--- src/rtl/restore_origin_pkg.sv ---
// Shared types and constants for the origin-restore block: coordinate
// width, vertex count, coordinate/vertex types and the emitter FSM states.
package restore_origin_pkg;

  localparam int COORD_W   = 16;
  localparam int VTX_COUNT = 4;

  // Index of the final vertex of a primitive
  localparam logic [1:0] LAST_IDX = 2'(VTX_COUNT - 1);

  typedef logic signed [COORD_W-1:0] coord_t;

  typedef struct packed {
    coord_t X;
    coord_t Y;
    coord_t Z;
  } vertex_t;

  typedef enum logic {
    IDLE = 1'b0,
    EMIT = 1'b1
  } state_t;

endpackage

--- src/rtl/restore_origin_sat_add16.sv ---
// Signed saturating adder: widens both operands by one bit, adds, and
// clamps the result back into the coordinate range, flagging any clamp.
module sat_add16
  import restore_origin_pkg::*;
(
  input  logic signed [COORD_W-1:0] a,
  input  logic signed [COORD_W-1:0] b,
  output logic signed [COORD_W-1:0] sum,
  output logic                      sat
);

  localparam coord_t C_MAX = {1'b0, {(COORD_W-1){1'b1}}};
  localparam coord_t C_MIN = {1'b1, {(COORD_W-1){1'b0}}};

  logic signed [COORD_W:0] sum_w;

  // Clamp a one-bit-wider sum into the coordinate range
  function automatic coord_t sat_clip(input logic signed [COORD_W:0] w);
    if (w > C_MAX)
      return C_MAX;
    else if (w < C_MIN)
      return C_MIN;
    else
      return w[COORD_W-1:0];
  endfunction

  // Overflow happened when the two top bits of the wide sum disagree
  function automatic logic sat_flag(input logic signed [COORD_W:0] w);
    return w[COORD_W] ^ w[COORD_W-1];
  endfunction

  assign sum_w = $signed({a[COORD_W-1], a}) + $signed({b[COORD_W-1], b});
  assign sum   = sat_clip(sum_w);
  assign sat   = sat_flag(sum_w);

endmodule

--- src/rtl/restore_origin.sv ---
// Captures a shifted primitive (four origin-relative vertices plus the
// origin) in one cycle, then emits the four restored absolute vertices one
// per handshake. The captured copy isolates emission from input changes.
module restore_origin
  import restore_origin_pkg::*;
(
  input  logic                      clk,
  input  logic                      rst_n,
  input  logic                      in_valid,
  output logic                      in_ready,
  input  logic signed [COORD_W-1:0] vtx1_X,
  input  logic signed [COORD_W-1:0] vtx1_Y,
  input  logic signed [COORD_W-1:0] vtx1_Z,
  input  logic signed [COORD_W-1:0] vtx2_X,
  input  logic signed [COORD_W-1:0] vtx2_Y,
  input  logic signed [COORD_W-1:0] vtx2_Z,
  input  logic signed [COORD_W-1:0] vtx3_X,
  input  logic signed [COORD_W-1:0] vtx3_Y,
  input  logic signed [COORD_W-1:0] vtx3_Z,
  input  logic signed [COORD_W-1:0] vtx4_X,
  input  logic signed [COORD_W-1:0] vtx4_Y,
  input  logic signed [COORD_W-1:0] vtx4_Z,
  input  logic signed [COORD_W-1:0] org_X,
  input  logic signed [COORD_W-1:0] org_Y,
  input  logic signed [COORD_W-1:0] org_Z,
  output logic                      out_valid,
  input  logic                      out_ready,
  output logic signed [COORD_W-1:0] out_X,
  output logic signed [COORD_W-1:0] out_Y,
  output logic signed [COORD_W-1:0] out_Z,
  output logic [1:0]                out_idx,
  output logic                      out_last,
  output logic                      out_sat
);

  state_t     state;
  logic       in_ready_q;
  logic       out_valid_q;
  logic [1:0] idx_q;

  vertex_t vtx_in [VTX_COUNT];
  vertex_t vtx_p0 [VTX_COUNT];
  vertex_t org_p0;
  vertex_t cur;

  coord_t sum_x, sum_y, sum_z;
  logic   sat_x, sat_y, sat_z;

  assign vtx_in[0] = {vtx1_X, vtx1_Y, vtx1_Z};
  assign vtx_in[1] = {vtx2_X, vtx2_Y, vtx2_Z};
  assign vtx_in[2] = {vtx3_X, vtx3_Y, vtx3_Z};
  assign vtx_in[3] = {vtx4_X, vtx4_Y, vtx4_Z};

  // Capture/emit FSM; handshake flags are registered alongside the state
  always_ff @(posedge clk or negedge rst_n) begin
    if (!rst_n) begin
      state       <= IDLE;
      in_ready_q  <= 1'b1;
      out_valid_q <= 1'b0;
      idx_q       <= '0;
      org_p0      <= '0;
      for (int i = 0; i < VTX_COUNT; i++)
        vtx_p0[i] <= '0;
    end else begin
      case (state)
        IDLE: begin
          if (in_valid) begin
            for (int i = 0; i < VTX_COUNT; i++)
              vtx_p0[i] <= vtx_in[i];
            org_p0      <= {org_X, org_Y, org_Z};
            idx_q       <= '0;
            state       <= EMIT;
            in_ready_q  <= 1'b0;
            out_valid_q <= 1'b1;
          end
        end
        EMIT: begin
          if (out_ready) begin
            if (idx_q == LAST_IDX) begin
              idx_q       <= '0;
              state       <= IDLE;
              in_ready_q  <= 1'b1;
              out_valid_q <= 1'b0;
            end else begin
              idx_q <= idx_q + 2'd1;
            end
          end
        end
        default: begin
          state       <= IDLE;
          in_ready_q  <= 1'b1;
          out_valid_q <= 1'b0;
          idx_q       <= '0;
        end
      endcase
    end
  end

  // Restore stage: current vertex plus origin, one adder per axis
  assign cur = vtx_p0[idx_q];

  sat_add16 u_add_x (.a(cur.X), .b(org_p0.X), .sum(sum_x), .sat(sat_x));
  sat_add16 u_add_y (.a(cur.Y), .b(org_p0.Y), .sum(sum_y), .sat(sat_y));
  sat_add16 u_add_z (.a(cur.Z), .b(org_p0.Z), .sum(sum_z), .sat(sat_z));

  // Outputs read as zero whenever no vertex is being presented
  assign in_ready  = in_ready_q;
  assign out_valid = out_valid_q;
  assign out_X     = out_valid_q ? sum_x : '0;
  assign out_Y     = out_valid_q ? sum_y : '0;
  assign out_Z     = out_valid_q ? sum_z : '0;
  assign out_idx   = out_valid_q ? idx_q : 2'd0;
  assign out_last  = out_valid_q && (idx_q == LAST_IDX);
  assign out_sat   = out_valid_q && (sat_x || sat_y || sat_z);

endmodule

--- config.mk ---
export PLATFORM = sky130hd
export DESIGN_NAME = restore_origin
export DESIGN_NICKNAME = d
export VERILOG_FILES = /design/src/rtl/restore_origin_pkg.sv /design/src/rtl/restore_origin_sat_add16.sv /design/src/rtl/restore_origin.sv
export SDC_FILE = /design/constraint.sdc
export NUM_CORES = 1
export LEC_CHECK = 0
export ABC_AREA = 1
export BUFFER_PORTS_ARGS = -buffer_cell sky130_fd_sc_hd__buf_2
export CORE_AREA = 2 2 196 198
export DETAILED_ROUTE_END_ITERATION = 16
export DIE_AREA = 0 0 198 200
export PLACE_DENSITY_LB_ADDON = 0.1
export SLEW_MARGIN = 10
export SYNTH_ARGS = -nofsm -noshare
export SYNTH_HDL_FRONTEND = slang
export SYNTH_SLANG_ARGS = --single-unit
--- constraint.sdc ---
create_clock -name clk -period 5.02 [get_ports clk]
set_clock_uncertainty 0.15 [all_clocks]
set_input_delay 0.251 -clock clk [delete_from_list [all_inputs] [get_ports clk]]
set_output_delay 0.251 -clock clk [all_outputs]
set_load 0.01 [all_outputs]
; ---- Yosys cells after proc, flatten, opt, wreduce, memory -nomap -nowiden
; Cells that the tools add are included.
[word_totals]
ram_bits = 0
rom_bits = 0
regBits = 245
elab_cells = 75
latch_bits = 0
mem_count = 0
input_bits = 244
output_inout_bits = 54
[classes]
n_eq_ne = 4
n_bitwise = 5
addsub = 4
n_reduce_logical = 7
muxes = 29
mul = 0
order_cmp = 7
n_shift = 0
div = 0
[op_table]
columns = op, count
row1 = two-way mux 16 bit, 9
row2 = binary-select mux 48 bit (select 2 bit), 1
row3 = two-way mux 48 bit, 2
row4 = adder 16 x 16 -> 17 bit, 3
row5 = "greater-than comparator 17 x 16 -> 1 bit, second input constant", 3
row6 = "less-than comparator 17 x 16 -> 1 bit, second input constant", 3
row7 = two-way mux 1 bit, 9
row8 = two-way mux 2 bit, 4
row9 = case mux 1 bit (2 select lines), 3
row10 = "!= test 2 bit, second input constant", 2
row11 = case mux 2 bit (2 select lines), 1
row12 = AND reduction 2 bit, 2
row13 = ">= comparator 3 bit, second input constant", 1
row14 = NOT 2 -> 3 bit, 1
row15 = AND reduction 3 bit, 1
row16 = bitwise XOR 1 bit, 3
row17 = "adder 2 x 1 -> 2 bit, second input constant", 1
row18 = "equality test 2 bit, second input constant", 1
row19 = logical AND 1 bit, 2
row20 = logical OR 1 bit, 2
row21 = "!= test 2 x 1 -> 1 bit, second input constant", 1
row22 = NOT 1 bit, 1

; ---- Longest topological paths before layout
; Gate-level depths: netlist (run 1).
[logic_depth]
depth_word = 9
depth_mapped = 26
ltp_nobuf = 22

; ---- Cells and area by module
; A second synthesis (run 1) with hierarchy kept.
[hier_totals]
hier_cells = 2389
area_unflattened_um2 = 16079.2
[modules_own_cells]
columns = module, area_each_um2, seq_area_each_um2, n_inst, cells_per_inst
row1 = restore_origin, 11633.7, 6132.1, 1, 1530
row2 = sat_add16 (u_add_x ...), 1502.7, 0.0, 2, 288
row3 = sat_add16 (u_add_z), 1440.1, 0.0, 1, 283

; ---- Worst setup path before layout (run 1)
; Ideal clock, no wire load.
[synth_timing]
path_kind = register to output
startpoint = reg idx_q[0]
endpoint = out out_Z[14]
arrival_ns = 3.484
path_stages_with_launch = 24
required_time_ns = 4.619
path_buffers = 4
path_slack_ns = 1.135
path_cell_list = dfrtp_1 > clkbuf_1 > clkinv_1 > clkbuf_1 > clkbuf_1 > nor2_1 > o22ai_1 > ha_1 > fa_1 > nand3_1 > nand2_1 > nand2_1 > nand2_1 > nand3_1 > nand3_1 > nand2_2 > inv_1 > ha_1 > inv_1 > clkbuf_1 > nand2_1 > nand3_2 > nand2_1 > inv_1
[synth_via]
elab_chain_len = 9
elab_cells_between_ends = 10
classes_between = add/sub: 1 / order compare: 2 / mux: 6 / bitwise: 1
[synth_rtl]
columns = element, line_no
row1 = "start, declared", restore_origin.sv:39  ; logic [1:0] idx_q;
row2 = "start signal, assigned", restore_origin.sv:85  ; idx_q <= idx_q + 2'd1;
row3 = NOT 2 -> 3 bit (implied by the code) *, restore_origin.sv:100  ; assign cur = vtx_p0[idx_q];
row4 = binary-select mux 48 bit (select 2 bit) *, restore_origin.sv:100
row5 = two-way mux 48 bit (implied by the code) * (2 in a row), restore_origin.sv:100
row6 = adder 16 x 16 -> 17 bit *, restore_origin_sat_add16.sv:32  ; assign sum_w = $signed({a[COORD_W-1], a}) + $signed({b[COORD_W-1], b});
row7 = less-than comparator 17 x 16 -> 1 bit, restore_origin_sat_add16.sv:21  ; else if (w < C_MIN)
row8 = two-way mux 16 bit, restore_origin_sat_add16.sv:21
row9 = two-way mux 16 bit *, restore_origin_sat_add16.sv:19  ; if (w > C_MAX)
row10 = two-way mux 16 bit *, restore_origin.sv:111  ; assign out_Z = out_valid_q ? sum_z : '0;
row11 = "end, declared", restore_origin.sv:30  ; output logic signed [COORD_W-1:0] out_Z,
; Every way passes the cells marked *; elsewhere a longest branch is shown, timed or not. The select of a mux whose other input is x is not followed.

; ---- Worst setup path after layout (run 1)
[layout_timing]
startpoint = reg idx_q[1]
endpoint = out out_Y[8]
[layout_via]
elab_chain_len = 9
elab_cells_between_ends = 10
classes_between = add/sub: 1 / order compare: 2 / mux: 6 / bitwise: 1
[layout_rtl]
columns = element, line_no
row1 = NOT 2 -> 3 bit (implied by the code) *, restore_origin.sv:100
row2 = binary-select mux 48 bit (select 2 bit) *, restore_origin.sv:100
row3 = two-way mux 48 bit (implied by the code) * (2 in a row), restore_origin.sv:100
row4 = adder 16 x 16 -> 17 bit *, restore_origin_sat_add16.sv:32
row5 = less-than comparator 17 x 16 -> 1 bit, restore_origin_sat_add16.sv:21
row6 = two-way mux 16 bit, restore_origin_sat_add16.sv:21
row7 = two-way mux 16 bit *, restore_origin_sat_add16.sv:19
row8 = two-way mux 16 bit *, restore_origin.sv:110  ; assign out_Y = out_valid_q ? sum_y : '0;
row9 = "end, declared", restore_origin.sv:29  ; output logic signed [COORD_W-1:0] out_Y,
; Marked as above.

==> impl_metrics.ini, run 1 <==
[synthesis]
synth_edf_count = 0
yosys.cell_types.count = 39
synth_top_area_share_pct = 41.04
netlist_area_um2 = 14880
synth_nets = 2478
syn_inst = 2176
ys_async_sr_fraction_pct = 100.0
yosys.area.top_type = dfrtp_1
ys_warn_count = 0
ys_ff_latch = 245
ys_seq_area_share_pct = 41.21
syn_avg_cell_area_um2 = 6.838
yosys_most_used_dff = dfrtp_1
synth_area_leaders = dfrtp_1 (41%), nand2_1 (27%), ha_1 (4.6%)

[global_routing]
grt_use_total_pct = 26.06
overflow = 0
met1_usage_pct = 40.10
grt_max_degree = 124
antenna_found_initial = 2
grt_pass1_vias = 14890
grt_util_met3_pct = 2.772
grt.busiest_layer = met1
use_met2_pct = 38.90
grt_pass1_wl_um = 80770

[power_and_ir_drop]
power.switching_w = 0.008700
power.leakage_nw = 11.38
internal_power_w = 0.007971
clockPowerShare_pct = 11.8
seqPwrFrac_pct = 20.7
ir_drop_mv = 0.4003
swShare_pct = 52.19
power_density_nw_per_um2 = 827.8
p_comb_share_pct = 67.5

[clock_tree]
cts_tree = yes
cts_setup_buffers = 0
clock-sinks = 245
cts_buffers = 27
clockBufferDepth = 3
clk_pin_slew_worst_paths_ps = 60
insertion_delay_ps = 550
htreeDepth = 1
cts-root-buf = clkbuf_16

[floorplan]
dieArea_um2 = 39600
core_area_um2 = 37400
rows = 71
die_width_um = 198
start_util_pct = 39.78
die_y_um = 200
io_pins = 298

[timing]
timing.fmax_mhz = 210.6
period_needed_ps = 4748
rsz0062_at_grt = false
fin_crit_sh_pct = 94.58
slew_violations = 0
setup_tns_ps = 0
setup_viol = 0
tightest_slew_ps = 1009
slew_headroom_pct = 32.74
hold_violations = 0

[cells_and_area]
area_growth_pct = 35.35
nNetsFinal = 2964
n_fill_cell = 3625
final_cell_area_um2 = 20140
multi_input_area_um2 = 7726
seqCellArea_um2 = 6136
layout-drive-gt1-share_pct = 16.94

[routing]
ant_nets = 0
first_pass_iters = 5
num_vias = 15510
vias_per_cell = 4.860
drc = 0
drt_iter0_drc = 1065
wl_per_cell_um = 16.22
totalWireLength_um = 51770

[place]
port_buffers = 297
dp_hpwl_um = 35720
place_area_um2 = 16730
gp_congestion = 0.8886

[setup_path]
cp-start-kind = flop
required_ps = 4620
criticalPathCategory = flop to output pin
cp.arrival_ps = 4350
crit_fanout = 20
endpoint_kind = output pin

[flow_run]
cap_viol_max_count = 0

[worst_hold_path]
hold_class = primary input to async pin

[status]
status = complete, no violations
## metal layers
layer / up-vias / wire length [µm] / part of all wire (%)
met4: 0 / 1252 / 2.4
met3: 80 / 2693 / 5.2
met5: - / 0 / 0
li1: 7736 / - / -
met1: 7223 / 25850 / 50
met2: 474 / 21980 / 42
## worst max-delay path: stages, from the launching register on
cell	delay [ps]
dfrtp_2	530
inv_1	150
buf_4	270
o21ai_0	140
o22ai_1	410
ha_1	400
or2_4	300
nand3_2	90
nand2_2	70
nand2_1	80
nand2_1	70
nand2_1	110
a22oi_4	80
inv_2	100
ha_1	190
clkinvlp_4	230
nand3_1	190
nand3_2	80
nand2_1	70
inv_1	50
buf_2	140
## logic make-up after synthesis
group	Yosys count	share of synthesized area (%)
buffers and inverters	282	7.526
flip-flops	245	41.21
adder cells (fa/ha/maj)	58	5.029
XOR/XNOR	3	0.2271
AO/OA/AOI/OAI	180	6.752
AND/OR/NAND/NOR	1408	39.25
## metrics by stage
step	std cells	util (%)	power [W]	hold slack, ps	setup slack (ps)
after floorplan	2176	-	0.01139	-194.6	1135
after global placement	2902	44.74	0.01422	272.7	589.1
after detailed placement	2902	44.74	0.01431	259.4	494.9
after CTS	3191	53.54	0.01651	257.8	32.48
after global routing	3192	53.85	0.01840	284.3	16.20
final	3192	53.85	0.01667	227.5	271.9
## power by group through the flow
stage | combinational (W) | sequential [W] | clock [W]
after floorplan | 0.00817 | 0.00322 | 0
after global placement | 0.0108 | 0.00345 | 0
after detailed placement | 0.0109 | 0.00345 | 0
after CTS | 0.0111 | 0.00343 | 0.00201
after global routing | 0.0128 | 0.00355 | 0.00208
final | 0.0113 | 0.00345 | 0.00197
## placed cells by master (no fill, tap or decap), types with 10 or more instances in the layout
master,instances
o21ai_0,100
nor2_1,136
buf_2,296
nand3_1,89
o22ai_2,11
nand2_2,20
dfrtp_1,241
ha_1,55
buf_4,11
nand2_1,1080
o22ai_1,37
nand4_1,11
dlygate4sd3_1,242
clkbuf_1,10
clkbuf_16,27
a21oi_1,25
nand3_2,34
inv_1,172
## timing repair
item | in CTS | in global routing
hold buffers | 242 | 0
endpoints found under the hold margin | 363 | 0
gates resized for setup | 3 | 21
setup endpoints to repair | 23 | 48
## registers in the layout, indices dropped and copies added (netlist names)
signal and flops:
idx_q 2, out_valid 1, vtx_p0 192, org_p0 48, state 1, in_ready 1
## synthesized netlist by cell type (2+ instances only)
master,instances
nand2_1,1081
dfrtp_1,244
inv_1,175
nor2_1,136
o21ai_0,100
nand3_1,89
clkbuf_1,83
ha_1,55
o22ai_1,48
nand3_2,37
a21oi_1,25
nand2_2,20
nand4_1,11
inv_2,7
nand3b_1,7
nor3_1,7
nor2_2,6
buf_1,5
buf_6,5
and2_1,4
buf_2,3
fa_1,3
nand3_4,3
or2_2,3
a22oi_4,2
clkinv_1,2
nor2_4,2
o21bai_1,2
## worst paths after layout
| kind | start | end | slack (ps) | cells past startpoint |
|---|---|---|---|---|
| worst min register to register | vtx_p0[89]$_DFFE_PN0P_ | vtx_p0[89]$_DFFE_PN0P_ | 320 | 2 |
| max in group asynchronous | rst_n | vtx_p0[27]$_DFFE_PN0P_ | 3200 | 3 |
| worst max register to register | state$_DFF_PN0_ | vtx_p0[127]$_DFFE_PN0P_ | 2000 | 6 |
| worst min-delay path | rst_n | vtx_p0[179]$_DFFE_PN0P_ | 230 | 2 |
| min in group clk | org_Z[11] | org_p0[11]$_DFFE_PN0P_ | 270 | 4 |
| worst max-delay path | idx_q[1]$_DFFE_PN0P_ | out_Y[8] | 270 | 20 |
## cell type report
| cell class | instances | area share (%) |
|---|---|---|
| clock buffers | 41 | 3.815 |
| clock inverters | 6 | 0.4349 |
| diodes | 1 | 0.01243 |
| well taps | 511 | 3.175 |
| repair buffers | 555 | 20.21 |
| inverters | 184 | 3.523 |
| flip-flops and latches | 245 | 30.47 |
| multi-input cells | 1649 | 38.36 |
Note: power is estimated with default switching activity, not from simulation.
==> run 2, diff against run 1 <==
--- a/config.mk
+++ b/config.mk
@@ -7,9 +7,9 @@
 export LEC_CHECK = 0
 export ABC_AREA = 1
 export BUFFER_PORTS_ARGS = -buffer_cell sky130_fd_sc_hd__buf_2
-export CORE_AREA = 2 2 196 198
+export CORE_AREA = 2 2 171 173
 export DETAILED_ROUTE_END_ITERATION = 16
-export DIE_AREA = 0 0 198 200
+export DIE_AREA = 0 0 173 175
 export PLACE_DENSITY_LB_ADDON = 0.1
 export SLEW_MARGIN = 10
 export SYNTH_ARGS = -nofsm -noshare
==> impl_metrics.ini, run 2 (same netlist as run 1, synthesis figures left out) <==
[clock_tree]
clk_pin_slew_worst_paths_ps = 60
htreeDepth = 1
cts_setup_buffers = 0
cts_buffers = 27
clockBufferDepth = 3
cts-root-buf = clkbuf_16
clock-sinks = 245
cts_tree = yes
insertion_delay_ps = 540

[routing]
vias_per_cell = 5.230
drt_iter0_drc = 1490
wl_met2_um = 21960
wl_met1_um = 22550
drc = 0
routed.top_layer = met4
wl_per_cell_um = 16.55
ant_nets = 0
first_pass_iters = 6
num_vias = 16020
wl_met3_um = 3987
totalWireLength_um = 50690

[floorplan]
rows = 62
core_area_um2 = 28390
dieArea_um2 = 30280
io_pins = 298
die_y_um = 175
start_util_pct = 52.41
die_width_um = 173

[timing]
finalWorstSetupSlack_ps = 254.9
timing.fmax_mhz = 209.9
rsz0062_at_grt = false
whs_ps = 161.2
setup_viol = 0
setup_tns_ps = 0
fin_crit_sh_pct = 94.92
period_needed_ps = 4765
slew_headroom_pct = 31.92
tightest_slew_ps = 1021
slew_violations = 0
hold_violations = 0

[global_routing]
antenna_found_initial = 3
grt_use_total_pct = 33.22
overflow = 0
grt_max_degree = 244
grt_pass1_wl_um = 80930
grt_pass1_vias = 15460

[setup_path]
required_ps = 4620
endpoint_kind = output pin
crit_fanout = 15
criticalPathCategory = flop to output pin
cp-start-kind = flop
cp.arrival_ps = 4360

[power_and_ir_drop]
power.leakage_nw = 11.38
power_density_nw_per_um2 = 836.0
ir_drop_mv = 0.3991
power_w = 0.01674

[cells_and_area]
layout_commonest_cell = nand2_1
area_growth_pct = 34.61
multi_input_area_um2 = 7657
final_cell_mix = nand2_1 (1080), buf_2 (296), dlygate4sd3_1 (242), dfrtp_1 (242), inv_1 (173)
nNetsFinal = 2958
layout-drive-gt1-share_pct = 16.59
n_fill_cell = 2290
seqCellArea_um2 = 6135
largest_register_ffs = 192
top_register = vtx_p0
largestRegisters = vtx_p0 x192, org_p0 x48, idx_q x2

[status]
status = complete, no violations

[place]
gp_congestion = 0.8763
port_buffers = 297
dp_hpwl_um = 32150
dp_worst_setup_slack_ps = 685.4

[worst_hold_path]
hold_class = primary input to async pin

[flow_run]
cap_viol_max_count = 0
[run 2: changes by cell type in the layout (fill, tap and decap cells not counted), sizes merged]
cell | previous run | this run
clkinvlp | 3 | 7
inv | 181 | 183
buf | 313 | 307
clkbuf | 41 | 35
bufinv | 2 | 5
diode | 1 | 2
[run 2: final timing paths]
kind                                              from                 endpoint  slack, ps  cells after the start
min in group clk                              in_valid  vtx_p0[144]$_DFFE_PN0P_        280                      5
worst max-delay path              idx_q[1]$_DFFE_PN0P_                 out_Z[8]        250                     21
worst max register to register         state$_DFF_PN0_   vtx_p0[22]$_DFFE_PN0P_       2660                      6
max in group asynchronous                        rst_n    out_valid$_DFFE_PN0P_       3250                      3
worst min-delay path                             rst_n   vtx_p0[36]$_DFFE_PN0P_        160                      2
worst min register to register  vtx_p0[53]$_DFFE_PN0P_   vtx_p0[53]$_DFFE_PN0P_        330                      2
[run 2: layout make-up]
cell class	count	share of cell area, %
Tap cell	384	2.399
Clock inverter	15	1.137
Timing Repair Buffer	549	20.33
Sequential cell	245	30.63
Antenna cell	2	0.02499
Clock buffer	35	3.723
Inverter	184	3.523
Multi-Input combinational cell	1649	38.23
[run 2: worst max-delay path, cell delays in order (launching register included)]
cell and delay (ps):
dfrtp_1 400, inv_1 280, buf_4 290, o21ai_0 160
o22ai_1 320, ha_1 370, nand2_1 140, inv_1 50
a21oi_1 240, nand2_2 100, nand2_1 90, nand2_1 80
nand2_1 110, nand3_1 70, nand2_1 140, ha_1 240
clkinvlp_4 240, nand3_1 170, nand3_2 80, nand2_1 70
inv_1 50, buf_2 130
[run 2: report_power, final]
group / internal (W) / switching [W]
clock network: 0.00131 / 0.000852
logic: 0.00394 / 0.00716
registers: 0.00285 / 0.000624
total: 0.00810 / 0.00864
[run 2: stage by stage]
stage               utilization (%)  instance area [µm²]  instances
floorplan                         -                14880       2176
global placement              58.44                16590       2769
detailed placement            58.44                16590       2769
CTS                           70.40                19990       3061
global route                  70.54                20030       3063
finish                        70.54                20030       3063
[run 2: timing repair]
action                                  4_1_cts  5_1_grt
endpoints found under the hold margin       335        0
endpoints found under the setup margin        0       48
hold buffers                                242        0
resized for setup                             0        8
[run 2: metal layers]
metal	GRT usage, %	vias up
met5	0	-
met4	13.31	0
met3	5.265	176
met2	50.22	773
met1	47.87	7331
li1	-	7739
